--- src/rtl/pipe_stage_skid.sv ---
// pipe_stage_skid: pipeline-stage register carrying a control bundle and a
// data bundle with a valid/ready handshake. It supports back-pressure,
// synchronous flush, and an optional two-entry skid buffer.
//
// Bubbles always present all-zero control, so the next stage sees a NOP.
//
// State (SKID=1) | meaning
// ---------------+-------------------------------------------------------
// EMPTY          | nothing held (m_valid=0, s_valid=0)
// FULL           | main entry presented (m_valid=1, s_valid=0)
// SKIDDED        | main presented, skid holds the next entry (both valid)
//
// Ports:
//   clk        rising-edge clock
//   reset      asynchronous active-low reset
//   flush      synchronous kill of held entries and of the incoming transfer
//   in_valid   upstream entry present
//   in_ready   stage can accept this cycle (a flop when SKID=1)
//   in_ctrl    upstream control bundle
//   in_data    upstream data bundle
//   out_valid  entry presented downstream
//   out_ready  downstream accepts this cycle
//   out_ctrl   control bundle, zero whenever out_valid=0
//   out_data   data bundle, don't-care when out_valid=0
//   stall_cnt  saturating count of cycles with out_valid=1 and out_ready=0
module pipe_stage_skid #(
  parameter int CTRL_W = 8,
  parameter int DATA_W = 32,
  parameter int SKID   = 1,
  parameter int CNT_W  = 16
) (
  input  logic              clk,
  input  logic              reset,
  input  logic              flush,
  input  logic              in_valid,
  output logic              in_ready,
  input  logic [CTRL_W-1:0] in_ctrl,
  input  logic [DATA_W-1:0] in_data,
  output logic              out_valid,
  input  logic              out_ready,
  output logic [CTRL_W-1:0] out_ctrl,
  output logic [DATA_W-1:0] out_data,
  output logic [CNT_W-1:0]  stall_cnt
);

  logic              m_valid;
  logic [CTRL_W-1:0] m_ctrl;
  logic [DATA_W-1:0] m_data;
  logic              in_xfer;
  logic              out_xfer;

  assign in_xfer  = in_valid & in_ready;
  assign out_xfer = m_valid & out_ready;

  generate
    if (SKID != 0) begin : g_skid
      // Encoding chosen so bit 0 is m_valid and bit 1 is s_valid; both
      // valids, and therefore in_ready, come straight from flops.
      typedef enum logic [1:0] {
        EMPTY   = 2'b00,
        FULL    = 2'b01,
        SKIDDED = 2'b11
      } state_t;

      state_t            state;
      logic              s_valid;
      logic [CTRL_W-1:0] s_ctrl;
      logic [DATA_W-1:0] s_data;

      always_ff @(posedge clk or negedge reset) begin
        if (!reset) begin
          state  <= EMPTY;
          m_ctrl <= '0;
          m_data <= '0;
          s_ctrl <= '0;
          s_data <= '0;
        end else if (flush) begin
          state <= EMPTY;
        end else begin
          case (state)
            EMPTY: begin
              if (in_xfer) begin
                state  <= FULL;
                m_ctrl <= in_ctrl;
                m_data <= in_data;
              end
            end
            FULL: begin
              if (in_xfer && out_xfer) begin
                m_ctrl <= in_ctrl;
                m_data <= in_data;
              end else if (in_xfer) begin
                state  <= SKIDDED;
                s_ctrl <= in_ctrl;
                s_data <= in_data;
              end else if (out_xfer) begin
                state <= EMPTY;
              end
            end
            SKIDDED: begin
              // in_ready is low here, so no input transfer can occur.
              if (out_xfer) begin
                state  <= FULL;
                m_ctrl <= s_ctrl;
                m_data <= s_data;
              end
            end
            default: state <= EMPTY;
          endcase
        end
      end

      assign m_valid  = state[0];
      assign s_valid  = state[1];
      assign in_ready = ~s_valid;
    end else begin : g_noskid
      always_ff @(posedge clk or negedge reset) begin
        if (!reset) begin
          m_valid <= 1'b0;
          m_ctrl  <= '0;
          m_data  <= '0;
        end else if (flush) begin
          m_valid <= 1'b0;
        end else if (in_xfer) begin
          m_valid <= 1'b1;
          m_ctrl  <= in_ctrl;
          m_data  <= in_data;
        end else if (out_xfer) begin
          m_valid <= 1'b0;
        end
      end

      assign in_ready = out_ready | ~m_valid;
    end
  endgenerate

  assign out_valid = m_valid;
  assign out_data  = m_data;
  assign out_ctrl  = m_valid ? m_ctrl : '0;

  always_ff @(posedge clk or negedge reset) begin
    if (!reset) begin
      stall_cnt <= '0;
    end else if (m_valid && !out_ready && !(&stall_cnt)) begin
      stall_cnt <= stall_cnt + CNT_W'(1);
    end
  end

endmodule

--- config.mk ---
export PLATFORM = sky130hd
export DESIGN_NAME = pipe_stage_skid
export DESIGN_NICKNAME = d
export VERILOG_FILES = /design/src/rtl/pipe_stage_skid.sv
export SDC_FILE = /design/constraint.sdc
export NUM_CORES = 1
export LEC_CHECK = 0
export BUFFER_PORTS_ARGS = -buffer_cell sky130_fd_sc_hd__buf_2
export CORE_MARGIN = 5
export CORE_UTILIZATION = 54
export DETAILED_ROUTE_END_ITERATION = 10
export GPL_ROUTABILITY_DRIVEN = 0
export HOLD_SLACK_MARGIN = 0.15
export PLACE_DENSITY = 0.77
export SKIP_CTS_REPAIR_TIMING = 1
export SYNTH_ARGS = -nofsm -noshare
export SYNTH_HDL_FRONTEND = slang
export SYNTH_SLANG_ARGS = --single-unit
--- constraint.sdc ---
create_clock -name clk -period 2 [get_ports clk]
set_input_delay 0.4 -clock clk [delete_from_list [all_inputs] [get_ports clk]]
set_output_delay 0.4 -clock clk [all_outputs]
set_load 0.01 [all_outputs]
==> metrics <==
DRC viols=0; Layout fillers=628; grt ovf=0; Via density=about 5.7; final setup fails=0; Fin. Hold Viols=0; hpwl dp=7030 um; Post-synth top flop=dfrtp_1; tightest slew margin relative to the limit=66.9%; CTS clk-pin slew, worst paths=roughly 100 ps; total negative slack=0 ps; crit end category=register; CTS tree=yes; number of synthesized flops with an enable pin=0; Data required, critical path=2230 ps; Synth cell types=41; latest clock arrival within the worst-skew pair=approximately 350 ps; H-tree levels=3; area of the multi-input gates=2080 sq um; height of the die=103 um; peak supply drop=0.750 mV; Yosys warning count=0; final design area excluding fillers=~5600 sq um; reg-to-reg setup timing slack=90 ps; CTS Root Cell=clkbuf_8; largest net degree at the start of global routing=61; TritonCTS sink count=98; Avg Inst Size Synth=12.7 sq um; hold depth=2; area grow syn2layout=20.2%; M2 GR Usage=30.6%; post-synthesis cell area=4660 sq um; initial antenna violation count=0; Mapped Nets=417; Tightest Pin Transition=492 ps; met1 Usage GRT=between 20 and 30%; sequential cell area=2450 sq um; fin crit share=95.7%; most frequent cells in the layout=101 x buf_2, 98 x dfrtp_1, 41 x mux2_4, 41 x mux2i_1, 41 x a21oi_1; final wirelength=between 10000 and 15000 um; CTS Buffer Depth=2; CP Class=reg2reg; worst hold path class=in2reg; Ports=103; GR met3 Demand/Resource=3.32%; number of buffers inserted by port buffering=102; final net count=518; Tot GR Track Use=about a fifth; commonest non-fill, non-tap cell in the layout=buf_2; Avg WL per Cell=about 18 um; 1st-iter DRT viols=119; Slew Viols, Final=0; #FFs+latches synth=98; Clock Skews=11.1 ps; # rows=33; status=completed; hold path start=in_data[4]; Die Wd=103 um; RR Endpoint=g_skid.s_ctrl[3]; number of max-cap violations=0; vias in the first global route=approximately 3300; critical-path maximum fanout=20; post-synthesis cell count=between 300 and 400; share of flip-flops with an asynchronous set or reset=100%; RSZ-0062 raised after global routing=no; worst r2r src=g_skid.state[1]; R2R cell count=6; first-pass detailed-route iteration total=4; vias=3299; Initial Util=56.1%; Lkg Pwr=roughly 2.6 nW; Setup crit start kind=register; n_diodes=0; Die ar.=10600 sq um; DP Area=between 5000 and 6000 sq um; Endpoint, Worst Hold=g_skid.s_data[4]; top achievable clock speed=between 0.5 and 0.6 GHz; CORE AREA=between 8000 and 9000 sq um; TritonCTS buffer count=9; first-pass GRT wire length=approximately 16000 um; sequential area share after synthesis=52.6%; Post-DRT Antenna Nets=0; pwr/cell area=roughly 1400 nW/um^2; gr busiest metal=met2; min Tclk post-route=~1900 ps; layout cells sized above 1=38.3%; CP Data Arrival Time=2150 ps
==> critical path, cell delays in order, from the launching register on <==
cell,delay [ps]
dfrtp_1,410
inv_2,100
ha_1,160
nand3_1,130
or3b_4,450
clkbuf_16,230
mux2_4,310
==> worst max path at each step <==
| stage | start | endpoint | slack (ps) |
|---|---|---|---|
| global placement | g_skid.state[1] | g_skid.s_data[8] | 180 |
| finish | g_skid.state[1] | g_skid.s_ctrl[3] | 90 |
| CTS | g_skid.state[1] | g_skid.s_data[12] | 90 |
| detailed placement | g_skid.state[1] | g_skid.s_data[11] | 100 |
| global route | g_skid.state[1] | g_skid.s_data[30] | 10 |
| floorplan | g_skid.state[0] | m_ctrl[0] | 120 |
==> metrics by stage <==
| stage | hold slack (ps) | util [%] | power (mW) | setup WS [ps] | cells |
|---|---|---|---|---|---|
| 2_1_floorplan | 104 | - | 5.25 | 120 | 367 |
| 3_3_place_gp | 391 | 64.2 | 6.17 | 178 | 559 |
| 3_5_place_dp | 401 | 64.2 | 6.32 | 96.5 | 559 |
| 4_1_cts | 8.22 | 66.9 | 7.74 | 88.4 | 575 |
| 5_1_grt | 271 | 67.5 | 8.20 | 10.4 | 578 |
| 6_report | 284 | 67.5 | 7.71 | 85.7 | 578 |
==> metal layers <==
layer	routed length [um]	part of all wire, %
met1	4510	44
met2	4960	48
met3	651	6.3
met4	202	2.0
met5	0	0
==> final cells by class <==
cell class / count / share of cell area [%]
Tap cell: 105 / 2.35
Clock buffer: 12 / 2.59
Inverter: 2 / 0.134
Sequential cell: 98 / 43.8
Timing Repair Buffer: 118 / 12.7
Multi-Input combinational cell: 239 / 37.1
Clock inverter: 4 / 1.32
==> report_power, final <==
group / switching, mW / total [mW] / internal [mW] / leakage (nW)
combinational: 1.39 / 2.91 / 1.51 / 1.35
clock: 0.662 / 1.41 / 0.744 / 0.111
sequential: 0.553 / 3.40 / 2.84 / 1.16
==> sequential cells by signal (all words and copies together) (netlist names) <==
name / cells
g_skid.state: 2
g_skid.s_ctrl: 8
m_ctrl: 8
stall_cnt: 16
g_skid.s_data: 32
out_data: 32
==> Yosys cell counts, types with 2 or more instances <==
library cell  number  area [sq um]
nor4_1             4          25.0
o21a_1             2          15.0
and3_1             2          12.5
mux2_4            41           616
nor2_1             2          7.51
buf_6              4          45.0
nand4_2            2          25.0
a21oi_1           41           205
and2_1             8          50.1
nand2b_1           3          18.8
xnor2_1            5          43.8
ha_1               5          62.6
nand3_1            7          35.0
xor2_1             7          61.3
dfrtp_1           98          2450
a31oi_1           40           250
nand2_1            4          15.0
clkbuf_1          15          56.3
mux2i_1           41           410
buf_2              9          45.0
nor3_1             5          25.0
nand4_1            3          18.8
==> kinds of logic after synthesis <==
| logic type | share of synthesized area, % |
|---|---|
| fa+ha+maj | 1.34 |
| xor+xnor | 2.26 |
| flops | 52.6 |
| mux | 22.3 |
| simple gates | 6.44 |
| compound gates | 11.8 |
| buf+inv | 3.30 |
No activity file was read; power rests on OpenSTA's default activity.
